===== config.mk =====
export PLATFORM = sky130hd
export DESIGN_NAME = clcd_cmd_sequencer
export DESIGN_NICKNAME = d
export VERILOG_FILES = /design/src/rtl/clcd_pkg.sv /design/src/rtl/clcd_tick_gen.sv /design/src/rtl/clcd_cmd_sequencer.sv
export SDC_FILE = /design/constraint.sdc
export NUM_CORES = 1
export LEC_CHECK = 0
export CORE_MARGIN = 5
export CORE_UTILIZATION = 45
export DETAILED_ROUTE_END_ITERATION = 8
export PLACE_DENSITY = 0.59
export SYNTH_ARGS = -nofsm -noshare
export SYNTH_HDL_FRONTEND = slang
export SYNTH_SLANG_ARGS = --single-unit

===== constraint.sdc =====
create_clock -name clk -period 7.45 [get_ports clk]
set_input_delay 1.1175 -clock clk [delete_from_list [all_inputs] [get_ports clk]]
set_output_delay 1.1175 -clock clk [all_outputs]
set_load 0.05 [all_outputs]

===== src/rtl/clcd_pkg.sv =====
// ---------------------------------------------------------------------------
// clcd_pkg
// Shared types and constants for the character-LCD command sequencer.
//   state_t            : sequencer FSM states (exported on the debug port)
//   init_entry_t       : one power-up table entry {rs, data, post_delay_ms}
//   LCD_*              : HD44780-style command bytes used by the init table
//   DEFAULT_INIT_TABLE : nine-entry 4-bit-mode power-up sequence
//   init_entry()       : table lookup; indices past the table repeat the
//                        final (idempotent) display-on entry
// ---------------------------------------------------------------------------
package clcd_pkg;

    typedef enum logic [2:0] {
        ST_PWRUP     = 3'd0,
        ST_ISSUE     = 3'd1,
        ST_WAIT_ACK  = 3'd2,
        ST_WAIT_DONE = 3'd3,
        ST_DELAY     = 3'd4,
        ST_IDLE      = 3'd5,
        ST_FAULT     = 3'd6
    } state_t;

    typedef struct packed {
        logic       rs;
        logic [7:0] data;
        logic [6:0] post_delay_ms;
    } init_entry_t;

    localparam logic [7:0] LCD_FUNC_SET_8BIT   = 8'h30;
    localparam logic [7:0] LCD_FUNC_SET_4BIT   = 8'h02;
    localparam logic [7:0] LCD_FUNC_4BIT_2LINE = 8'h28;
    localparam logic [7:0] LCD_DISPLAY_OFF     = 8'h08;
    localparam logic [7:0] LCD_CLEAR           = 8'h01;
    localparam logic [7:0] LCD_ENTRY_INC       = 8'h06;
    localparam logic [7:0] LCD_DISPLAY_ON_BLK  = 8'h0F;

    localparam int INIT_TABLE_MAX = 32;

    localparam init_entry_t DEFAULT_INIT_TABLE [0:8] = '{
        '{1'b0, LCD_FUNC_SET_8BIT,   7'd5},
        '{1'b0, LCD_FUNC_SET_8BIT,   7'd1},
        '{1'b0, LCD_FUNC_SET_8BIT,   7'd1},
        '{1'b0, LCD_FUNC_SET_4BIT,   7'd1},
        '{1'b0, LCD_FUNC_4BIT_2LINE, 7'd1},
        '{1'b0, LCD_DISPLAY_OFF,     7'd1},
        '{1'b0, LCD_CLEAR,           7'd2},
        '{1'b0, LCD_ENTRY_INC,       7'd1},
        '{1'b0, LCD_DISPLAY_ON_BLK,  7'd1}
    };

    function automatic init_entry_t init_entry(input logic [4:0] idx);
        case (idx)
            5'd0:    return DEFAULT_INIT_TABLE[0];
            5'd1:    return DEFAULT_INIT_TABLE[1];
            5'd2:    return DEFAULT_INIT_TABLE[2];
            5'd3:    return DEFAULT_INIT_TABLE[3];
            5'd4:    return DEFAULT_INIT_TABLE[4];
            5'd5:    return DEFAULT_INIT_TABLE[5];
            5'd6:    return DEFAULT_INIT_TABLE[6];
            5'd7:    return DEFAULT_INIT_TABLE[7];
            default: return DEFAULT_INIT_TABLE[8];
        endcase
    endfunction

endpackage


===== src/rtl/clcd_tick_gen.sv =====
// ---------------------------------------------------------------------------
// clcd_tick_gen
// Free-running time base: single-cycle 1 us and 1 ms pulses derived from the
// system clock. The divider is never restarted by the consumer, so a delay
// started at an arbitrary point may see its first tick early; consumers
// account for that themselves.
// Ports:
//   clk      in  system clock
//   reset_n  in  asynchronous active-low reset (counters to 0)
//   us_tick  out high for one cycle every microsecond
//   ms_tick  out high for one cycle every 1000 us_tick pulses (coincides
//                with the us_tick that completes the millisecond)
// At CLK_FREQ_HZ = 1 MHz us_tick is continuously high (one tick per cycle).
// ---------------------------------------------------------------------------
module clcd_tick_gen #(
    parameter int unsigned CLK_FREQ_HZ = 100_000_000
) (
    input  logic clk,
    input  logic reset_n,
    output logic us_tick,
    output logic ms_tick
);

    localparam int unsigned DIV  = (CLK_FREQ_HZ >= 1_000_000) ? (CLK_FREQ_HZ / 1_000_000) : 1;
    localparam int          US_W = (DIV > 1) ? $clog2(DIV) : 1;
    localparam logic [US_W-1:0] US_LAST = US_W'(DIV - 1);
    localparam logic [9:0]      MS_LAST = 10'd999;

    logic [US_W-1:0] us_cnt;
    logic [9:0]      ms_cnt;

    assign us_tick = (us_cnt == US_LAST);
    assign ms_tick = us_tick && (ms_cnt == MS_LAST);

    always_ff @(posedge clk or negedge reset_n) begin
        if (!reset_n) begin
            us_cnt <= '0;
            ms_cnt <= '0;
        end else begin
            if (us_tick) begin
                us_cnt <= '0;
                ms_cnt <= (ms_cnt == MS_LAST) ? 10'd0 : ms_cnt + 10'd1;
            end else begin
                us_cnt <= us_cnt + 1'b1;
            end
        end
    end

endmodule


===== src/rtl/clcd_cmd_sequencer.sv =====
// ---------------------------------------------------------------------------
// clcd_cmd_sequencer
// Drives a character LCD through a byte-wide transmitter: waits for power-up,
// replays the init table, then forwards user writes, each followed by a
// settle delay.
//
// Optional feature: define CLCD_SEQ_BUSY_TIMEOUT_EN to bound every wait for an
// i_busy edge by BUSY_TIMEOUT_US; on expiry o_error latches, o_valid drops and
// the FSM parks in FAULT until reset. Without the macro the FSM waits forever
// and o_error is tied low.
//
// Handshakes:
//   Transmitter side: o_valid rises with o_data/o_RS and holds them stable
//   until a rising edge of i_busy is sampled; o_valid falls the next cycle.
//   Completion is the sampled falling edge of i_busy. Edges outside the
//   wait states, or too short to be sampled, are ignored.
//   User side: a write transfers on a clock edge where i_wr_valid and
//   o_wr_ready are both high. o_wr_ready is high only in IDLE, which is
//   entered after the init table has completed.
//
// Ports:
//   clk, reset_n              clock, asynchronous active-low reset
//   i_busy                    transmitter busy
//   o_data, o_RS, o_RW        byte, register select, read/write (always 0)
//   o_valid                   byte request to the transmitter
//   o_init_done               init table finished (sticky until reset)
//   i_wr_valid/i_wr_rs/i_wr_data, o_wr_ready   user write port
//   o_error                   sticky busy-timeout flag
//   dbg_state                 current FSM state
// ---------------------------------------------------------------------------
module clcd_cmd_sequencer
    import clcd_pkg::*;
#(
    parameter int unsigned CLK_FREQ_HZ     = 100_000_000,
    parameter int unsigned N_INIT          = 9,
    parameter int unsigned POWERUP_MS      = 20,
    parameter int unsigned USR_DELAY_US    = 50,
    parameter int unsigned BUSY_TIMEOUT_US = 2000
) (
    input  logic       clk,
    input  logic       reset_n,
    input  logic       i_busy,
    output logic [7:0] o_data,
    output logic       o_RS,
    output logic       o_RW,
    output logic       o_valid,
    output logic       o_init_done,
    input  logic       i_wr_valid,
    input  logic       i_wr_rs,
    input  logic [7:0] i_wr_data,
    output logic       o_wr_ready,
    output logic       o_error,
    output state_t     dbg_state
);

    localparam int          PW_W     = (POWERUP_MS > 1) ? $clog2(POWERUP_MS) : 1;
    localparam logic [PW_W-1:0] PWR_LAST = PW_W'(POWERUP_MS - 1);
    localparam logic [4:0]  IDX_LAST = 5'(N_INIT - 1);
    localparam logic [23:0] USR_DLY  = 24'(USR_DELAY_US);

    state_t            state;
    logic [4:0]        idx;
    logic [PW_W-1:0]   pwr_cnt;
    logic [23:0]       dly_cnt;
    logic [23:0]       dly_target;
    logic              dly_done;
    logic              busy_q;
    logic              busy_rise;
    logic              busy_fall;
    logic              usr_op;
    logic              usr_rs;
    logic [7:0]        usr_data;
    init_entry_t       cur_entry;
    logic              us_tick;
    logic              ms_tick;

    clcd_tick_gen #(
        .CLK_FREQ_HZ(CLK_FREQ_HZ)
    ) u_tick (
        .clk     (clk),
        .reset_n (reset_n),
        .us_tick (us_tick),
        .ms_tick (ms_tick)
    );

    assign cur_entry = init_entry(idx);
    assign busy_rise = i_busy && !busy_q;
    assign busy_fall = !i_busy && busy_q;

    // Millisecond delays are counted in microseconds so the free-running
    // divider can only lengthen a delay by one tick, never shorten it by a
    // whole millisecond.
    assign dly_target = usr_op ? USR_DLY : (24'(cur_entry.post_delay_ms) * 24'd1000);
    assign dly_done   = (dly_cnt >= dly_target) ||
                        (us_tick && ((dly_cnt + 24'd1) >= dly_target));

    assign o_RW      = 1'b0;
    assign dbg_state = state;

`ifdef CLCD_SEQ_BUSY_TIMEOUT_EN
    localparam int          TO_W    = (BUSY_TIMEOUT_US > 1) ? $clog2(BUSY_TIMEOUT_US) : 1;
    localparam logic [TO_W-1:0] TO_LAST = TO_W'(BUSY_TIMEOUT_US - 1);
    logic [TO_W-1:0] to_cnt;
    logic            error_q;
    logic            to_hit;
    assign to_hit  = us_tick && (to_cnt == TO_LAST);
    assign o_error = error_q;
`else
    logic unused_cfg;
    assign unused_cfg = (BUSY_TIMEOUT_US != 0);
    assign o_error    = 1'b0;
`endif

    always_ff @(posedge clk or negedge reset_n) begin
        if (!reset_n) begin
            state       <= ST_PWRUP;
            idx         <= '0;
            pwr_cnt     <= '0;
            dly_cnt     <= '0;
            busy_q      <= 1'b0;
            usr_op      <= 1'b0;
            usr_rs      <= 1'b0;
            usr_data    <= '0;
            o_data      <= '0;
            o_RS        <= 1'b0;
            o_valid     <= 1'b0;
            o_init_done <= 1'b0;
            o_wr_ready  <= 1'b0;
`ifdef CLCD_SEQ_BUSY_TIMEOUT_EN
            to_cnt      <= '0;
            error_q     <= 1'b0;
`endif
        end else begin
            busy_q <= i_busy;
            case (state)
                ST_PWRUP: begin
                    if (ms_tick) begin
                        if (pwr_cnt == PWR_LAST) begin
                            state  <= ST_ISSUE;
                            idx    <= '0;
                            usr_op <= 1'b0;
                        end else begin
                            pwr_cnt <= pwr_cnt + 1'b1;
                        end
                    end
                end
                ST_ISSUE: begin
                    o_data  <= usr_op ? usr_data : cur_entry.data;
                    o_RS    <= usr_op ? usr_rs   : cur_entry.rs;
                    o_valid <= 1'b1;
                    state   <= ST_WAIT_ACK;
`ifdef CLCD_SEQ_BUSY_TIMEOUT_EN
                    to_cnt  <= '0;
`endif
                end
                ST_WAIT_ACK: begin
                    if (busy_rise) begin
                        o_valid <= 1'b0;
                        state   <= ST_WAIT_DONE;
`ifdef CLCD_SEQ_BUSY_TIMEOUT_EN
                        to_cnt  <= '0;
                    end else if (to_hit) begin
                        o_valid <= 1'b0;
                        error_q <= 1'b1;
                        state   <= ST_FAULT;
                    end else if (us_tick) begin
                        to_cnt  <= to_cnt + 1'b1;
`endif
                    end
                end
                ST_WAIT_DONE: begin
                    if (busy_fall) begin
                        dly_cnt <= '0;
                        state   <= ST_DELAY;
`ifdef CLCD_SEQ_BUSY_TIMEOUT_EN
                    end else if (to_hit) begin
                        error_q <= 1'b1;
                        state   <= ST_FAULT;
                    end else if (us_tick) begin
                        to_cnt  <= to_cnt + 1'b1;
`endif
                    end
                end
                ST_DELAY: begin
                    if (dly_done) begin
                        if (usr_op || (idx == IDX_LAST)) begin
                            o_init_done <= 1'b1;
                            o_wr_ready  <= 1'b1;
                            state       <= ST_IDLE;
                        end else begin
                            idx   <= idx + 5'd1;
                            state <= ST_ISSUE;
                        end
                    end else if (us_tick) begin
                        dly_cnt <= dly_cnt + 24'd1;
                    end
                end
                ST_IDLE: begin
                    if (i_wr_valid && o_wr_ready) begin
                        usr_rs     <= i_wr_rs;
                        usr_data   <= i_wr_data;
                        usr_op     <= 1'b1;
                        o_wr_ready <= 1'b0;
                        state      <= ST_ISSUE;
                    end
                end
                ST_FAULT: begin
                    // Parked until reset.
                end
                default: begin
                    state <= ST_PWRUP;
                end
            endcase
        end
    end

endmodule


* Word-level counts from Yosys, hierarchy flattened
Memory sizes are Yosys's and may differ from the RTL's.
Index checks and enable logic that the tools add are counted.
** Operators by class
- Muxes and demuxes :: 33
- $lt $le $gt $ge :: 2
- Add/subtract/negate cells :: 5
- Equal/unequal tests :: 20
- Bitwise operators :: 2
- Reduce and logical (&&, ||, !) cells :: 25
- Multiply operators :: 1
** Operators with widths (count)
- $mux W24 :: 3
- $ge A24 B17 Y1 :: 2
- $pmux W24 S2 :: 1
- $add A24 B1 Y24 const B :: 1
- $mux W3 :: 7
- $pmux W3 S7 :: 1
- $mux W5 :: 4
- $ne A2 B2 Y1 const B :: 9
- $mux W17 :: 1
- $mux W16 :: 1
- $mul A7 B7 Y14 const B :: 1
- $reduce_and A4 Y1 :: 3
- $add A10 B1 Y10 const B :: 1
- $add A5 B1 Y5 const B :: 2
- $eq A10 B10 Y1 const B :: 1
- $mux W10 :: 1
- $pmux W5 S2 :: 1
- $reduce_bool A2 Y1 :: 5
- $eq A3 B3 Y1 const B :: 3
- $mux W1 :: 8
- $mux W8 :: 1
- $add A7 B1 Y7 const B :: 1
- $eq A7 B7 Y1 const B :: 1
- $mux W7 :: 1
- 16 further kinds :: 28
** Storage, ports and cells
- Bits in registers :: 77
- Output and inout port bits :: 17
- Memories kept :: 1
- Input bits :: 13
- Logic and storage cells :: 104
- Bits in read-only memories :: 72
** Memory list
- (name not given) :: depth 8, width 9, read ports 1, clocked after memory_dff 0, write ports 0, line clcd_pkg.sv:52 : case (idx)

* Logic depth before layout (Yosys ltp)
Gate-level depths: netlist of run 1.
- Word-level depth :: 9
- Mapped depth :: 28
- Mapped depth without buffers :: 27

* Modules after synthesis
A second synthesis of run 1 with hierarchy kept.
** Second synthesis, totals
- Cell total of the unflattened synthesis :: 543
- Area, all modules :: 5143.7 um^2
** Modules (own cells, without submodules)
- clcd_cmd_sequencer :: sequential area each 1501.4 um^2, area each 4264.1 um^2, times used 1, cells an instance 460
- clcd_tick_gen :: sequential area each 425.4 um^2, area each 879.6 um^2, times used 1, cells an instance 83

* Worst setup path after synthesis of run 1
Ideal clock, no wire load.
- Kind :: register to register
- From :: register idx[0]
- To :: register idx[0]
- Required time :: 7.331 ns
- Setup time :: 0.119 ns
- Period minus slack after synthesis :: 5.588 ns
- Arrival time :: 5.469 ns
- Setup slack :: 1.862 ns
- Buffers on the path :: 0
- Stages on the path, launching flop included :: 25
- Cell sequence :: dfrtp_1 inv_1 ha_1 nor2b_1 and2_1 fa_1 ha_1 ha_1 ha_1 ha_1 a41o_1 a21oi_1 o21bai_1 a21oi_1 xnor2_1 nand2_1 ha_1 nand4_1 a211oi_1 o41a_1 o311a_1 nor4_4 a21oi_2 o311ai_1 a21bo_1
** Between the ends
- Cells in the longest elaborated chain, start to end :: 9
- Elaborated cells on any way between the ends :: 17
- Those cells by class :: add/sub: 1; mul: 1; order compare: 2; eq/ne: 3; mux: 5; reduce/logical: 4; memory: 1
** RTL lines
- start: declaration :: line clcd_cmd_sequencer.sv:62 : logic [4:0] idx;
- start signal: assignment :: line clcd_cmd_sequencer.sv:191 : idx <= idx + 5'd1;
- $mem_v2 Z8 W9
- $mux W16 :: line clcd_pkg.sv:52
- $mul A7 B7 Y14 :: line clcd_cmd_sequencer.sv:93 : assign dly_target = usr_op ? USR_DLY : (24'(cur_entry.post_delay_ms) * 24'd1000);
- $mux W17 :: line clcd_cmd_sequencer.sv:93
- $ge A24 B17 Y1 :: line clcd_cmd_sequencer.sv:95 : (us_tick && ((dly_cnt + 24'd1) >= dly_target));
- $logic_and A1 B1 Y1 :: line clcd_cmd_sequencer.sv:95
- $logic_or A1 B1 Y1 :: line clcd_cmd_sequencer.sv:94 : assign dly_done = (dly_cnt >= dly_target) ||
- $ne A2 B2 Y1 (no line)
- $reduce_and A5 Y1 (no line)
Parallel ways exist; a longest one is shown, timed or not. The select of a mux whose other input is x is not followed.
A chain may end at the register's enable or synchronous reset.

* Final worst setup path of run 1
- From :: register idx[0]
- To :: register dly_cnt[2]
** Between the ends
- Cells in the longest elaborated chain, start to end :: 9
- Elaborated cells on any way between the ends :: 10
- Those cells by class :: mul: 1; order compare: 2; eq/ne: 1; mux: 2; reduce/logical: 3; memory: 1
** RTL lines
- $mem_v2 Z8 W9 (*)
- $mux W16 (*) :: line clcd_pkg.sv:52
- $mul A7 B7 Y14 (*) :: line clcd_cmd_sequencer.sv:93
- $mux W17 (*) :: line clcd_cmd_sequencer.sv:93
- $ge A24 B17 Y1 :: line clcd_cmd_sequencer.sv:95
- $logic_and A1 B1 Y1 :: line clcd_cmd_sequencer.sv:95
- $logic_or A1 B1 Y1 (*) :: line clcd_cmd_sequencer.sv:94
- $ne A2 B2 Y1 (no line) (*)
- $reduce_and A4 Y1 (no line) (*)
- end signal: assignment :: line clcd_cmd_sequencer.sv:195 : dly_cnt <= dly_cnt + 24'd1;
- end: declaration :: line clcd_cmd_sequencer.sv:64 : logic [23:0] dly_cnt;
Every way passes the cells marked *; elsewhere a longest branch is shown, timed or not.

==> summary.md, run 1 <==
| Metric | Value |
|---|---|
| Post-CTS sizing | 0 |
| CTS Buf Count | 9 |
| Maximum number of pins on one net before global-route repair | 78 |
| Max-cap violation count | 0 |
| CTS tree | done |
| Cts hold-fix bufs | 0 |
| Max rail drop VDD | 196 uV |
| Crit. Startpoint | idx[0]$_DFFE_PN0P_ |
| Gp weighted congestion | 0.839 |
| Power per Cell Area | 251 nW/um2 |
| Netlist Area Pre-Place | 5090 um2 |
| R2R Setup Slk | 1180 ps |
| Number of clock sinks | 77 |
| Final antenna diode count | 0 |
| Non-Filler Instances | 709 |
| Post-route setup TNS | 0 ps |
| Fmax | 160 MHz |
| Residual overflow from global routing | 0 |
| Die X | 116 um |
| Most used flip-flop cell after synthesis | dfrtp_1 |
| Post CTS Setup Buffer Count | 0 |
| Cell row count | 38 |
| Worst EP required | 7660 ps |
| CORE AREA | 11,000 um2 |
| Placed Cells | 693 |
| Share of cells above drive strength 1 | 0.0685 |
| Final wirelength | 10.9 mm |
| Slew of the pin with the lowest slew margin | 969 ps |
| Syn Area/Cell | 9.39 um2 |
| Dpl hpwl | 8.04 mm |
| Number of I/O port buffers | 27 |
| RSZ-0062 raised after global routing | no |
| Most common cell after layout, fill and taps aside | nand2_1 |
| Final hold violation count | 0 |
| Antenna viol nets, final | 0 |
| Critical-path maximum fanout | 23 |
| Fraction of registers with async set/reset | 1.00 |
| WHS Path Cells | 1 |
| Worst path cell trace | inv_1 > ha_1 > nor2b_1 > and2_1 > fa_1 > ha_1 > ha_1 > ha_1 > ha_1 > a31oi_1 > o21bai_1 > a21oi_1 > xnor2_1 > nand2_1 > ha_1 > a211oi_1 > o21ai_0 > o211a_1 > o311a_1 > nor4_4 > a21oi_2 > buf_4 > o21ai_0 > o21ai_0 |
| Commonest cells after routing, fill and taps aside | nand2_1, dfrtp_1, ha_1 |
| Minimum clock period | 6270 ps |
| Area growth, synth to finish | 13.2% |
| Clk root buf | clkbuf_16 |
| Initial DRC count | 217 |
| Normalized max-slew margin | 0.354 |
| Max incr delay on CP | 510 ps |
| Flops & latches, synth | 77 |
| DR DRC count | 0 |
| Synthesis Warnings | 0 |
| Hold Path Sink | o_init_done$_DFFE_PN0P_ |
| Crit Reg-Reg Startpoint | idx[0]$_DFFE_PN0P_ |
| First-pass DRT Iterations | 4 |
| Final setup violation count | 0 |
| Starting Density | 0.464 |
| Global-route wire length before repair | 18.8 mm |
| Number of flops mapped to enable cells by yosys | 0 |
| Synth cell types | 62 |
| Worst Setup Start Kind | flop |
| Cell taking the most area after synthesis | dfrtp_1 |
| Cell count after synthesis | 542 |
| Most frequent CP cell | ha_1 |
| Vias in the first global route | 3,937 |
| Total number of vias | 3,880 |
| CTS H-Tree Depth | 3 |
| Crit Path Class | flop to flop |
| Max Transition Viols Final | 0 |
| All-layer global routing usage | 0.174 |
| Hold Path Origin | o_init_done$_DFFE_PN0P_ |
| Initial antenna violation count | 0 |
| Period utilization | 0.841 |
| Sequential fraction of the synthesis area | 0.378 |
| Critical Path AT | 6480 ps |
| # nets final | 639 |
| Vias per cell | 5.47 |
| Clock Tree Buf Depth | 2 |
| Status | finished clean |
| CP endpoint kind | flop |
| Die area | 13,500 um2 |
| Area contributors post-synth | dfrtp_1, ha_1, nand2_1 |
| Avg WL per Cell | 15.4 um |
| Reg2reg end | dly_cnt[2]$_DFFE_PN0P_ |
| I/O pins | 30 |
| Clk slew on worst S/H paths | 70 ps |
| Worst skew pair latency | 340 ps |
| Worst hold path class | flop to flop |
| Critical-path top delay cell | fa_1 |
| Worst R2R Path Depth | 24 |
| Die height | 116 um |
| Area share of the largest cell type after synthesis | 0.378 |
| Clock Skews | 9.16 ps |
| Leak | 2.66 nW |
==> layout make-up <==
cell class / instances / area, um2
inverters: 29 / 109
repair buffers: 28 / 275
flip-flops and latches: 77 / 1930
clock buffers: 9 / 225
fillers: 1026 / 5220
multi-input cells: 419 / 2980
well taps: 140 / 175
clock inverters: 7 / 73.8
==> stage by stage <==
stage	power [mW]	util	cell area (um2)	worst slack, ps	hold slack [ps]
detailed placement	1.01	0.498	5470	1210	447
global route	1.53	0.525	5770	677	485
global placement	1.01	0.498	5470	1390	450
CTS	1.47	0.525	5770	1130	464
floorplan	0.865	-	5090	1860	438
finish	1.45	0.525	5770	1180	460
==> where the power goes <==
group	internal (mW)	switching [mW]	leakage, nW	total [mW]
clock	0.261	0.182	0.146	0.442
sequential	0.480	0.0663	1.03	0.546
combinational	0.170	0.288	1.48	0.458
==> state kept, by name, summed over array words and instances (netlist names) <==
| signal | count |
|---|---|
| usr_op | 1 |
| u_tick.ms_cnt | 10 |
| pwr_cnt | 5 |
| o_wr_ready | 1 |
| idx | 5 |
| usr_data | 8 |
| busy_q | 1 |
| dbg_state | 3 |
| o_init_done | 1 |
| usr_rs | 1 |
| u_tick.us_cnt | 7 |
| o_data | 8 |
| dly_cnt | 24 |
| o_valid | 1 |
| o_RS | 1 |
==> worst max-delay path: cells and delay by family, from the launching register on <==
family,cells,cell delay [ps]
AO/OA/AOI/OAI,10,1970
AND/OR/NAND/NOR,4,1010
XOR/XNOR,1,140
buffers and inverters,2,410
adder cells (fa/ha/maj),7,2200
flip-flops,1,400
==> synth_stat cells, types with 7 or more instances <==
library cell and count:
nand2_1 80, dfrtp_1 77, ha_1 59, nor2_1 34, inv_1 29, o21ai_0 24, xnor2_1 22, nand3_1 20
and2_1 14, xor2_1 14, clkbuf_1 13, nand4_1 13, o21ai_1 13, mux2_2 10, a21oi_1 9, nor4_1 8
nor3_1 7
==> per-layer routing <==
metal | GRT usage | vias up | part of all wire
li1 | - | 1966 | -
met3 | 0.0280 | 19 | 0.025
met5 | 0 | - | 0
met1 | 0.240 | 1848 | 0.50
met2 | 0.278 | 47 | 0.46
met4 | 0.0603 | 0 | 0.018
==> worst max path at each step <==
stage	end	slack (ps)	cells past startpoint
6_report	dly_cnt[2]$_DFFE_PN0P_	1180	24
5_1_grt	dly_cnt[2]$_DFFE_PN0P_	680	25
4_1_cts	dly_cnt[2]$_DFFE_PN0P_	1130	25
3_5_place_dp	dly_cnt[2]$_DFFE_PN0P_	1210	24
3_3_place_gp	dly_cnt[2]$_DFFE_PN0P_	1390	25
2_1_floorplan	idx[0]$_DFFE_PN0P_	1860	24
==> kinds of logic (layout without fill, tap and decap cells) <==
| group | Yosys count | count (layout) | share of synthesized area |
|---|---|---|---|
| DFF | 77 | 77 | 0.378 |
| other | 1 | 2 | 0.000737 |
| and+or+nand+nor | 210 | 210 | 0.212 |
| adders and majority gates | 62 | 62 | 0.157 |
| xor gates and xnor gates | 36 | 36 | 0.0619 |
| AOI/OAI and AO/OA | 95 | 95 | 0.123 |
| buffers and inverters | 47 | 73 | 0.0369 |
| muxes | 14 | 14 | 0.0300 |
(Power assumes the default switching activity.)
==> run 2, diff against run 1 <==
--- a/config.mk
+++ b/config.mk
@@ -8,7 +8,7 @@
 export CORE_MARGIN = 5
 export CORE_UTILIZATION = 45
 export DETAILED_ROUTE_END_ITERATION = 8
-export PLACE_DENSITY = 0.59
+export PLACE_DENSITY = 0.61
 export SYNTH_ARGS = -nofsm -noshare
 export SYNTH_HDL_FRONTEND = slang
 export SYNTH_SLANG_ARGS = --single-unit
==> constraint.sdc (replaced) <==
create_clock -name clk -period 5.4 [get_ports clk]
set_input_delay 0.81 -clock clk [delete_from_list [all_inputs] [get_ports clk]]
set_output_delay 0.81 -clock clk [all_outputs]
set_load 0.05 [all_outputs]
==> run 2 against run 1 <==
Net effect: critical path depth grew 1; clock power is 53% higher; hold slack better by 18 ps; global-route usage rose by 0.69 points; final cell count increased by 5.6%; die area stayed put; register-to-register slack lost 990 ps; fmax is 20% higher; routed wire length up 5.8%; first-iteration DRC count up 11%; clock-buffer cell count up 1.
==> summary.md, run 2 (synthesis results as in run 1) <==
| Metric | Value |
|---|---|
| First-pass DRT Iterations | 4 (unchanged) |
| Critical-path top delay cell | fa_2 |
| Clock Tree Buf Depth | 2 (unchanged) |
| Residual overflow from global routing | 0 (unchanged) |
| Max Transition Viols Final | 0 (unchanged) |
| Fmax | 192 MHz (+20%) |
| Worst hold path class | flop to flop |
| Commonest cells after routing, fill and taps aside | nand2_1, dfrtp_1, ha_1 |
| CORE AREA | 11,000 um2 (unchanged) |
| Number of I/O port buffers | 27 (unchanged) |
| Post-route cell area | 6360 um2 (+10%) |
| Met2 wire length | 5.47 mm (+9.0%) |
| Most common cell after layout, fill and taps aside | nand2_1 |
| Final wirelength | 11.6 mm (+5.8%) |
| Post-Route M1 WL | 5.57 mm (+2.5%) |
| Critical-path maximum fanout | 5 (-78%) |
| Delay-heaviest family, CP | adder cells |
| Initial antenna violation count | 0 (unchanged) |
| Status | finished clean |
| Antenna viol nets, final | 0 (unchanged) |
| Worst Setup Start Kind | flop |
| Normalized max-slew margin | 0.349 (-0.00482) |
| Initial DRC count | 241 (+11%) |
| Total number of vias | 4,047 (+4.3%) |
| RSZ-0062 raised after global routing | yes |
| All-layer global routing usage | 0.181 (+0.00687) |
| Starting Density | 0.464 (unchanged) |
| # nets final | 679 (+6.3%) |
| Gp weighted congestion | 0.858 (+2.3%) |
| Maximum number of pins on one net before global-route repair | 78 (unchanged) |
| I/O pins | 30 (unchanged) |
| Worst skew pair latency | 340 ps (about the same) |
| Max rail drop VDD | 258 uV (+31%) |
| Vias in the first global route | 3,981 (+1.1%) |
| Global-route wire length before repair | 19.4 mm (+3.1%) |
| Die area | 13,500 um2 (unchanged) |
| Critical Path AT | 5450 ps (-1030 ps) |
| CTS Buf Count | 9 (unchanged) |
| WHS | 478 ps (+18.0 ps) |
| Top reg by flops | dly_cnt |
| Worst EP required | 5640 ps (-2020 ps) |
| CP endpoint kind | flop |
| Clk slew on worst S/H paths | 60 ps (about the same) |
| Largest regs | dly_cnt (24), u_tick.ms_cnt (10) |
| Largest register FFs | 24 (unchanged) |
| Post-route setup TNS | 0 ps (unchanged) |
| Final antenna diode count | 0 (unchanged) |
| Max incr delay on CP | 600 ps (+90 ps) |
| Minimum clock period | 5210 ps (-1060 ps) |
| Number of clock sinks | 77 (unchanged) |
| Leak | 2.91 nW (+9.3%) |
| Pre-CTS setup slack | -219 ps (-1430 ps) |
| Crit Path Class | flop to flop |
| Placed cell area | 5720 um2 (+4.7%) |
| CTS H-Tree Depth | 3 (unchanged) |
| Clock Skews | 9.20 ps (+0.0429 ps) |
| DR DRC count | 0 (unchanged) |
| Slew of the pin with the lowest slew margin | 976 ps (+7.23 ps) |
| Top sig layer | met4 |
| Avg WL per Cell | 15.4 um (+0.19%) |
| Max-cap violation count | 0 (unchanged) |
| Final hold violation count | 0 (unchanged) |
| CTS tree | done |
| Dpl hpwl | 8.24 mm (+2.5%) |
| Cell row count | 38 (unchanged) |
| Clk root buf | clkbuf_16 |
| Buf/Inv on CP | 3 (+1) |
| Die height | 116 um (unchanged) |
| Vias per cell | 5.40 (-1.3%) |
| Share of cells above drive strength 1 | 0.187 (+0.119) |
| Power per Cell Area | 335 nW/um2 (+33%) |
| Final setup violation count | 0 (unchanged) |
| Area growth, synth to finish | 24.9% |
| Total power | 2.13 mW (+47%) |
| Die X | 116 um (unchanged) |
| Post-route setup slack | 191 ps (-993 ps) |
| Period utilization | 0.965 (+0.124) |
| Met3 WL | 370 um (+36%) |
[run 2: cell types whose count changed in the layout (fill, tap and decap cells not counted), moves of 3 or more]
cell      delta
a211oi_2     +3
a21oi_1      -3
a211oi_1     -3
inv_1        -6
o21ai_0      -3
buf_4       +36
ha_1        -11
ha_4        +10
inv_2        +5
[run 2: per-stage QoR]
step	util	cells
after floorplan	-	543
after global placement	0.521	724
after detailed placement	0.521	724
after CTS	0.560	741
after global routing	0.579	749
final	0.579	749
[run 2: report_power, final]
group,internal (mW),switching [mW]
Sequential,0.661,0.0927
Clock,0.421,0.256
Combinational,0.275,0.424
Total,1.36,0.772
[run 2: layout make-up]
cell class,instances,area [um2]
clock inverter,6,92.6
multi-input combinational,419,3200
tap,140,175
fill,931,4620
inverter,29,111
clock buffer,10,239
timing repair buffer,68,613
sequential,77,1930
[run 2: worst paths after layout]
| kind | cells past startpoint | start | slack [ps] | to |
|---|---|---|---|---|
| max | 25 | idx[1]$_DFFE_PN0P_ | 190 | idx[0]$_DFFE_PN0P_ |
| min | 1 | o_init_done$_DFFE_PN0P_ | 480 | o_init_done$_DFFE_PN0P_ |
| max reg2reg | 25 | idx[1]$_DFFE_PN0P_ | 190 | idx[0]$_DFFE_PN0P_ |
| min reg2reg | 1 | o_init_done$_DFFE_PN0P_ | 480 | o_init_done$_DFFE_PN0P_ |
| max in group asynchronous | 1 | reset_n | 4150 | idx[0]$_DFFE_PN0P_ |
| min in group asynchronous | 1 | reset_n | 630 | dly_cnt[13]$_DFFE_PN0P_ |
[run 2: repair_timing]
| item | CTS | global route |
|---|---|---|
| hold buffers | 0 | 0 |
| setup endpoints to repair | 33 | 33 |
| resized for setup | 16 | 29 |
| setup buffers | 1 | 7 |
| pin swaps | 14 | 12 |
| gates cloned | 0 | 1 |
[run 2: per-layer routing]
| metal | vias to the layer above | global-route usage |
|---|---|---|
| li1 | 2038 | - |
| met1 | 1940 | 0.250 |
| met2 | 53 | 0.278 |
| met3 | 16 | 0.0435 |
| met4 | 0 | 0.0611 |
| met5 | - | 0 |
==> run 3, diff against run 2 <==
--- a/config.mk
+++ b/config.mk
@@ -12,3 +12,4 @@
 export SYNTH_ARGS = -nofsm -noshare
 export SYNTH_HDL_FRONTEND = slang
 export SYNTH_SLANG_ARGS = --single-unit
+export TNS_END_PERCENT = 5
==> run 3 against run 2 <==
Net effect: final cell count down 0.67%; hold slack hardly changed; combinational power hardly changed; fmax shrank 2.3%; worst setup slack worse by 120 ps; die area did not move; critical path depth increased by 1; global-route usage stayed put; power decreased by 0.15%.
==> summary.md, run 3 (synthesis results as in run 1) <==
| Metric | Value |
|---|---|
| Status | finished clean |
| Placed cell area | 5720 um2 (unchanged) |
| Clock Tree Buf Depth | 2 (unchanged) |
| Final setup violation count | 0 (unchanged) |
| Post-route cell area | 6250 um2 (-1.6%) |
| Max Transition Viols Final | 0 (unchanged) |
| Initial antenna violation count | 0 (unchanged) |
| Multi-input logic area | 3140 um2 (-1.9%) |
| Top reg by flops | dly_cnt |
| All-layer global routing usage | 0.181 (unchanged) |
| Fill count | 950 (+2.0%) |
| Critical-path maximum fanout | 5 (unchanged) |
| Clock power frac | 0.317 (about the same) |
| I/O pins | 30 (unchanged) |
| Max rail drop VDD | 257 uV (-0.33%) |
| Slew of the pin with the lowest slew margin | 982 ps (+6.06 ps) |
| R2R Setup Slk | 70 ps (-120 ps) |
| First-pass DRT Iterations | 4 (unchanged) |
| Reg power frac | 0.355 (about the same) |
| Buf/Inv on CP | 5 (+2) |
| Worst EP required | 5630 ps (about the same) |
| Final wirelength | 11.4 mm (-1.3%) |
| Sw frac | 0.362 (about the same) |
| Gp weighted congestion | 0.858 (unchanged) |
| Reg area | 1930 um2 (unchanged) |
| Critical Path AT | 5560 ps (+110 ps) |
| # nets final | 674 (-0.74%) |
| Largest register FFs | 24 (unchanged) |
| Clock Skews | 11.3 ps (+2.12 ps) |
| Worst skew pair latency | 350 ps (about the same) |
| Largest regs | dly_cnt (24), u_tick.ms_cnt (10) |
| Final hold violation count | 0 (unchanged) |
| Net Sw Power | 0.771 mW (-0.19%) |
| Most common cell after layout, fill and taps aside | nand2_1 |
| Max incr delay on CP | 570 ps (-30 ps) |
| CORE AREA | 11,000 um2 (unchanged) |
| Power per Cell Area | 340 nW/um2 (+1.5%) |
| Global-route wire length before repair | 19.4 mm (unchanged) |
| Worst hold path class | flop to flop |
| Vias in the first global route | 3,981 (unchanged) |
| Normalized max-slew margin | 0.345 (-0.00404) |
| DR DRC count | 0 (unchanged) |
| Internal | 1.36 mW (-0.12%) |
| Critical-path top delay cell | fa_2 |
| Starting Density | 0.464 (unchanged) |
| Total number of vias | 4,009 (-0.94%) |
| Combinational share of power | 0.328 (about the same) |
| Cell row count | 38 (unchanged) |
| Die area | 13,500 um2 (unchanged) |
| Cts hold-fix bufs | 0 (unchanged) |
| Max-cap violation count | 0 (unchanged) |
| Residual overflow from global routing | 0 (unchanged) |
| Period utilization | 0.987 (+0.0228) |
| Fmax | 188 MHz (-2.3%) |
| Clk slew on worst S/H paths | 60 ps (about the same) |
| Dpl hpwl | 8.24 mm (unchanged) |
| Antenna viol nets, final | 0 (unchanged) |
| Total power | 2.13 mW (-0.15%) |
| Die X | 116 um (unchanged) |
| Avg WL per Cell | 15.3 um (-0.65%) |
| RSZ-0062 raised after global routing | yes |
| Number of clock sinks | 77 (unchanged) |
| Commonest cells after routing, fill and taps aside | nand2_1, dfrtp_1, ha_1 |
| Share of cells above drive strength 1 | 0.175 (-0.0117) |
| Worst Setup Start Kind | flop |
| Final antenna diode count | 0 (unchanged) |
| Vias per cell | 5.39 (-0.27%) |
| Initial DRC count | 226 (-6.2%) |
| CTS Buf Count | 9 (unchanged) |
| Crit Path Class | flop to flop |
| CTS tree | done |
| Minimum clock period | 5330 ps (+123 ps) |
| CTS H-Tree Depth | 3 (unchanged) |
| Delay-heaviest family, CP | adder cells |
| Clk root buf | clkbuf_16 |
| Area growth, synth to finish | 22.9% |
| CP endpoint kind | flop |
| Maximum number of pins on one net before global-route repair | 78 (unchanged) |
| Number of I/O port buffers | 27 (unchanged) |
| Die height | 116 um (unchanged) |
| Leak | 2.88 nW (-1.0%) |
run 3: area by class of cell:
cell class	count	share of cell area
multi-input combinational	419	0.502
sequential	77	0.308
timing repair buffer	63	0.0914
clock buffer	10	0.0382
tap	140	0.0280
inverter	29	0.0174
clock inverter	6	0.0148
run 3: metal layers:
metal | vias to the layer above | routed length, um | GRT usage | part of all wire
met3 | 10 | 406 | 0.0435 | 0.036
met1 | 1914 | 5560 | 0.250 | 0.49
li1 | 2036 | - | - | -
met5 | - | 0 | 0 | 0
met4 | 0 | 138 | 0.0611 | 0.012
met2 | 49 | 5310 | 0.278 | 0.47
run 3: repair_timing:
item                                    in CTS  in global routing
gates resized for setup                     16                 19
buffers inserted                             1                  2
pin swaps                                   14                  9
endpoints found under the setup margin      33                 33
cloned                                       0                  1
run 3: final timing paths:
path	cells after the start	startpoint	to
setup reg to reg	26	idx[1]$_DFFE_PN0P_	dbg_state[2]$_DFFE_PN0P_
hold / removal	1	o_init_done$_DFFE_PN0P_	o_init_done$_DFFE_PN0P_
hold reg to reg	1	o_init_done$_DFFE_PN0P_	o_init_done$_DFFE_PN0P_
max in group asynchronous	1	reset_n	idx[1]$_DFFE_PN0P_
min in group asynchronous	1	reset_n	dly_cnt[13]$_DFFE_PN0P_
setup / recovery	26	idx[1]$_DFFE_PN0P_	dbg_state[2]$_DFFE_PN0P_
run 3: power groups by stage:
stage          Sequential (mW)  Clock, mW  Combinational, mW
2_1_floorplan            0.912          0              0.275
3_3_place_gp             0.757          0              0.659
3_5_place_dp             0.760          0              0.669
4_1_cts                  0.752      0.689              0.684
5_1_grt                  0.768      0.716              0.752
6_report                 0.754      0.675              0.697
run 3: stage by stage:
stage / setup TNS [ps] / util / hold WS [ps] / instances / setup WS [ps]
global route: -2020 / 0.569 / 499 / 744 / -195
detailed placement: -3050 / 0.521 / 470 / 724 / -219
CTS: 0 / 0.560 / 484 / 741 / 3.04
floorplan: 0 / - / 438 / 543 / 0.636
global placement: -302 / 0.521 / 458 / 724 / -90.3
finish: 0 / 0.569 / 478 / 744 / 67.9
